File: src/rtl/scrambler_par_if.sv
// scrambler_par_if: valid/ready word stream between scrambler stages.
//   data  : DW-bit word, bit 0 processed first
//   valid : producer has a word
//   ready : consumer can take it
//   sof   : frame start marker (only with SCRAMBLER_FRAME_RESEED_EN)
// Modports: master drives data/valid(/sof), slave drives ready.
// Macro: SCRAMBLER_FRAME_RESEED_EN adds the sof signal.
interface scrambler_par_if #(
  parameter int DW = 8
);
  logic [DW-1:0] data;
  logic          valid;
  logic          ready;
`ifdef SCRAMBLER_FRAME_RESEED_EN
  logic          sof;
  modport master (output data, output valid, output sof, input ready);
  modport slave  (input data, input valid, input sof, output ready);
`else
  modport master (output data, output valid, input ready);
  modport slave  (input data, input valid, output ready);
`endif
endinterface

File: src/rtl/scrambler_par.sv
// scrambler_par: DW-bit-per-cycle LFSR scrambler / descrambler.
//   MODE 0 additive, 1 self-sync scramble, 2 self-sync descramble (3 -> 0).
// Ports:
//   i_clk, i_rst   clock, synchronous active-high reset
//   i_load/i_seed  load LFSR from seed (blocks input that cycle)
//   s              slave stream in  (scrambler_par_if.slave)
//   m              master stream out (scrambler_par_if.master), 1-cycle latency
//   o_lfsr_zero    registered: LFSR state is all-zero
// Macro: SCRAMBLER_FRAME_RESEED_EN -> s.sof reseeds from i_seed for that beat;
//   the marker is forwarded on m.sof so a downstream stage sees frame starts.
module scrambler_par #(
  parameter int                LFSR_W   = 7,
  parameter logic [LFSR_W-1:0] TAPS     = 7'b1001000,
  parameter int                DW       = 8,
  parameter int                MODE     = 0,
  parameter logic [LFSR_W-1:0] RST_SEED = 7'h7F
) (
  input  logic              i_clk,
  input  logic              i_rst,
  input  logic              i_load,
  input  logic [LFSR_W-1:0] i_seed,
  scrambler_par_if.slave    s,
  scrambler_par_if.master   m,
  output logic              o_lfsr_zero
);

  logic [LFSR_W-1:0] r_lfsr;
  logic [DW-1:0]     r_mdata;
  logic              r_mvalid;
  logic              r_zero;

  logic [LFSR_W-1:0] w_start;
  logic [LFSR_W-1:0] w_st;
  logic [LFSR_W-1:0] w_lfsr_nxt;
  logic [DW-1:0]     w_out;
  logic              w_fb;
  logic              w_sh;
  logic              w_acc;

  // single output register, no skid: take a word only if the slot frees now
  assign s.ready = !i_load && (!r_mvalid || m.ready);
  assign w_acc   = s.valid && s.ready;

`ifdef SCRAMBLER_FRAME_RESEED_EN
  logic r_msof;
  assign w_start = s.sof ? i_seed : r_lfsr;
  assign m.sof   = r_msof;
`else
  assign w_start = r_lfsr;
`endif

  // DW serial LFSR steps unrolled; bit 0 sees the oldest state
  always_comb begin
    w_st  = w_start;
    w_out = '0;
    w_fb  = 1'b0;
    w_sh  = 1'b0;
    for (int k = 0; k < DW; k++) begin
      w_fb     = ^(w_st & TAPS);
      w_out[k] = s.data[k] ^ w_fb;
      if (MODE == 1)      w_sh = w_out[k];   // feed back scrambled bit
      else if (MODE == 2) w_sh = s.data[k];  // feed back received bit
      else                w_sh = w_fb;       // free-running keystream
      w_st = {w_st[LFSR_W-2:0], w_sh};
    end
  end

  always_comb begin
    w_lfsr_nxt = r_lfsr;
    if (i_load)     w_lfsr_nxt = i_seed;
    else if (w_acc) w_lfsr_nxt = w_st;
  end

  always_ff @(posedge i_clk) begin
    if (i_rst) begin
      r_lfsr   <= RST_SEED;
      r_mdata  <= '0;
      r_mvalid <= 1'b0;
      r_zero   <= (RST_SEED == '0);
    end else begin
      r_lfsr <= w_lfsr_nxt;
      r_zero <= (w_lfsr_nxt == '0);
      if (w_acc) begin
        r_mdata  <= w_out;
        r_mvalid <= 1'b1;
      end else if (m.ready) begin
        r_mvalid <= 1'b0;
      end
    end
  end

`ifdef SCRAMBLER_FRAME_RESEED_EN
  always_ff @(posedge i_clk) begin
    if (i_rst)      r_msof <= 1'b0;
    else if (w_acc) r_msof <= s.sof;
  end
`endif

  assign m.data      = r_mdata;
  assign m.valid     = r_mvalid;
  assign o_lfsr_zero = r_zero;

endmodule
File: src/flat_wrapper.sv
// flat-port wrapper written by rule: the top's interface ports become plain ports
module scrambler_par_flat 
#(
  parameter int                LFSR_W   = 7,
  parameter logic [LFSR_W-1:0] TAPS     = 7'b1001000,
  parameter int                DW       = 8,
  parameter int                MODE     = 0,
  parameter logic [LFSR_W-1:0] RST_SEED = 7'h7F
)
  (i_clk, i_rst, i_load, i_seed, o_lfsr_zero, s_data, s_valid, s_ready, m_data, m_valid, m_ready);
  scrambler_par_if #(.DW(DW)) s_i ();
  scrambler_par_if #(.DW(DW)) m_i ();
  input  logic i_clk;
  input  logic i_rst;
  input  logic i_load;
  input  logic [LFSR_W-1:0] i_seed;
  output logic o_lfsr_zero;
  input wire logic [$bits(s_i.data)-1:0] s_data;
  input wire logic [$bits(s_i.valid)-1:0] s_valid;
  output wire logic [$bits(s_i.ready)-1:0] s_ready;
  output wire logic [$bits(m_i.data)-1:0] m_data;
  output wire logic [$bits(m_i.valid)-1:0] m_valid;
  input wire logic [$bits(m_i.ready)-1:0] m_ready;
  assign s_i.data = s_data;
  assign s_i.valid = s_valid;
  assign s_ready = s_i.ready;
  assign m_data = m_i.data;
  assign m_valid = m_i.valid;
  assign m_i.ready = m_ready;
  scrambler_par #(.LFSR_W(LFSR_W), .TAPS(TAPS), .DW(DW), .MODE(MODE), .RST_SEED(RST_SEED)) u_core (.i_clk(i_clk), .i_rst(i_rst), .i_load(i_load), .i_seed(i_seed), .s(s_i), .m(m_i), .o_lfsr_zero(o_lfsr_zero));
endmodule
File: config.mk
export PLATFORM = sky130hd
export DESIGN_NAME = scrambler_par_flat
export DESIGN_NICKNAME = d
export VERILOG_FILES = /design/src/rtl/scrambler_par_if.sv /design/src/rtl/scrambler_par.sv /design/src/flat_wrapper.sv
export SDC_FILE = /design/constraint.sdc
export NUM_CORES = 1
export LEC_CHECK = 0
export ABC_AREA = 0
export CAP_MARGIN = 30
export CORE_MARGIN = 1.5
export CORE_UTILIZATION = 40
export DETAILED_ROUTE_END_ITERATION = 8
export PLACE_DENSITY = 0.74
export SLEW_MARGIN = 5
export SYNTH_ARGS = -nofsm -noshare
export SYNTH_HDL_FRONTEND = slang
export SYNTH_SLANG_ARGS = --single-unit
File: constraint.sdc
create_clock -name i_clk -period 1.4 [get_ports i_clk]
set_clock_uncertainty 0.15 [all_clocks]
set_input_delay 0.21 -clock i_clk [delete_from_list [all_inputs] [get_ports i_clk]]
set_output_delay 0.21 -clock i_clk [all_outputs]
set_load 0.01 [all_outputs]
==> results.py <==
metrics = {
    "global_route": {
        "grt_remaining_overflow": 0,
        "grt_pass1_vias": 986,
        "grtUsageTotal_pct": 22.5,
        "grt_max_degree": 16,
        "grt_pass1_wl_um": 4400,
        "grt_antenna_before_repair": 0,
    },
    "floorplanning": {
        "num_rows": 17,
        "die_w_um": 50.9,
        "dieArea_mm2": 0.00259,
        "initial_core_util_pct": 41.8,
        "io_pins": 31,
        "die_y_um": 50.9,
        "core_area_mm2": 0.00219,
    },
    "clocking": {
        "clk_pin_slew_ns": 0.11,
        "cts_tree": "yes",
        "cts_max_level": 1,
        "cts_buffers": 3,
        "cts_root_buffer": "clkbuf_4",
        "clockBufferDepth": 2,
        "cts_sinks": 17,
        "holdBufCountCts": 0,
        "clk_latency_ns": 0.29,
    },
    "yosys": {
        "yosysTopAreaCellShare_pct": 37.2,
        "ys.warnings.count": 0,
        "synth_nets": 122,
        "synthTopCellsByArea": "dfxtp_1, xnor2_1, nand2_1",
        "syn_area_per_cell_um2": 8.98,
        "syn-cell-area_um2": 916,
        "seq_area_frac_synth_pct": 37.2,
        "synth_top_area_cell": "dfxtp_1",
        "postSynthCellCount": 102,
        "yosysUniqueCellTypes": 31,
        "synth_seq_cells": 17,
    },
    "drt": {
        "vias_per_cell": 5.21,
        "wire_per_inst_um": 15.3,
        "drtIter0Drc": 21,
        "ant_nets": 0,
        "routed-via-count": 1022,
        "drc_errors": 0,
        "firstDrtPassIters": 5,
        "wl_um": 3010,
    },
    "timing": {
        "setup_viol": 9,
        "setup_tns_ns": -0.750,
        "max_freq_ghz": 0.640,
        "rsz0062_at_grt": "yes",
        "relSlewSlack_pct": 79.1,
        "setup_ws_ns": -0.162,
        "min_period_over_period_pct": 112,
        "tightest_slew_ns": 0.311,
        "slew_violations": 0,
        "holdWs_ns": 0.215,
        "finalWorstPathRequiredPeriod_ns": 1.56,
        "hold_viol_final": 0,
    },
    "pwr": {
        "irDropWorstVdd_mv": 0.585,
        "cellLeakagePower_nw": 0.744,
        "powerDensity_mw_per_mm2": 836,
    },
    "run_status": {
        "violations": "setup timing",
        "outcome": "finished with violations",
    },
    "worst_setup_path": {
        "path_max_fanout": 5,
        "r2r-start": "u_core.m.valid$_SDFFE_PP0P_",
        "ff2ff_setup_slack_ns": -0.16,
        "crit_path_end_kind": "flip-flop",
        "setup.worst_path.start": "u_core.m.valid$_SDFFE_PP0P_",
        "rr_worst_depth": 7,
        "critical_path_class": "reg -> reg",
        "cp_data_arrival_time_ns": 1.66,
        "start_kind": "flip-flop",
        "crit_required_ns": 1.50,
    },
    "placed_design": {
        "gp_congestion": 0.891,
        "hpwl_um": 1860,
        "pre_cts_ws_ns": -0.531,
        "placed_cell_area_mm2": 0.00146,
        "io_buffers": 30,
    },
    "layout": {
        "layout-drive-gt1-share_pct": 46.4,
        "fin_area_mm2": 0.00172,
        "final_common_cell": "buf_4",
        "mostFrequentLayoutCells": "buf_4, clkdlybuf4s50_1, nand2_1",
        "utilization_pct": 78.6,
        "final_nets": 189,
        "fillers": 141,
        "diodes": 0,
        "area_growth_pct": 88.1,
    },
    "min_path": {
        "min_from": "i_load",
        "hold_depth": 3,
        "hp-class": "in -> reg",
    },
    "run": {
        "maxCapViolations": 0,
    },
}
[final timing paths]
check / endpoint
worst min register to register: u_core.m.data[3]$_SDFFE_PP0N_
worst min-delay path: u_core.r_lfsr[5]$_SDFF_PP1_
worst max register to register: u_core.o_lfsr_zero$_SDFF_PP0_
worst max-delay path: u_core.o_lfsr_zero$_SDFF_PP0_
[routing by layer]
metal  share of wire (%)  global-route usage (%)
met1                  42                    29.1
met4                 1.8                    6.76
met5                   0                       0
met2                  52                    38.4
met3                 4.8                    3.80
[cells in the mapped netlist]
cell type	n
a211o_1	1
a211oi_1	5
a21oi_1	8
a221o_2	1
a221oi_2	2
and4b_1	1
buf_2	2
clkbuf_1	2
dfxtp_1	17
inv_1	3
inv_2	1
mux2i_1	1
nand2_1	14
nand2b_1	3
nand3_1	1
nand3_2	1
nor2_1	4
nor2b_1	1
nor3_1	1
nor3_2	1
nor3b_1	1
nor4_1	1
o211a_1	1
o211ai_1	1
o21ai_0	3
o311ai_2	1
or2_0	1
or2_2	2
xnor2_1	16
xnor2_2	1
xor2_1	4
[metrics by stage]
step	cells	power (mW)
2_1_floorplan	102	0.818
3_3_place_gp	181	1.05
3_5_place_dp	181	1.06
4_1_cts	189	1.34
5_1_grt	196	1.51
6_report	196	1.44
[critical path, stage by stage, from the launching register on]
cell and delay [ns]:
dfxtp_2 0.34, buf_6 0.11, nand2b_4 0.06, buf_6 0.13
nand3_4 0.07, or2_1 0.25, a221oi_2 0.20, and4b_1 0.21
[repair_timing]
action                                  CTS  global route
endpoints found under the setup margin   24            19
gates resized for setup                  33            26
buffers inserted                          4             7
gates cloned                              1             0
pin swaps                                14            12
[layout make-up]
type	count	area (µm²)	share of cell area (%)
multi-input cells	77	711	41.2
inverters	4	15.0	0.871
flip-flops and latches	17	352	20.4
repair buffers	66	584	33.9
clock buffers	4	26.3	1.53
well taps	28	35.0	2.03
[cell families (layout without fill, tap and decap cells)]
| logic type | Yosys count | in the layout | share of synthesized area [%] |
|---|---|---|---|
| and+or+nand+nor | 32 | 32 | 18.0 |
| AOI/OAI and AO/OA | 23 | 23 | 19.3 |
| xor gates and xnor gates | 21 | 21 | 20.9 |
| DFF | 17 | 17 | 37.2 |
| buffers and inverters | 8 | 74 | 3.55 |
| muxes | 1 | 1 | 1.09 |
[flip-flops by register name, summed over array words and instances (netlist names)]
signal	flops
u_core.m.valid	1
u_core.m.data	8
u_core.r_lfsr	7
u_core.o_lfsr_zero	1
[power by group]
| part | switching [mW] | internal (mW) | leakage [nW] |
|---|---|---|---|
| Sequential | 0.0461 | 0.526 | 0.140 |
| Clock | 0.161 | 0.111 | 0.0150 |
| Combinational | 0.252 | 0.345 | 0.590 |
| Total | 0.459 | 0.982 | 0.744 |
No activity file was read; power rests on OpenSTA's default activity.
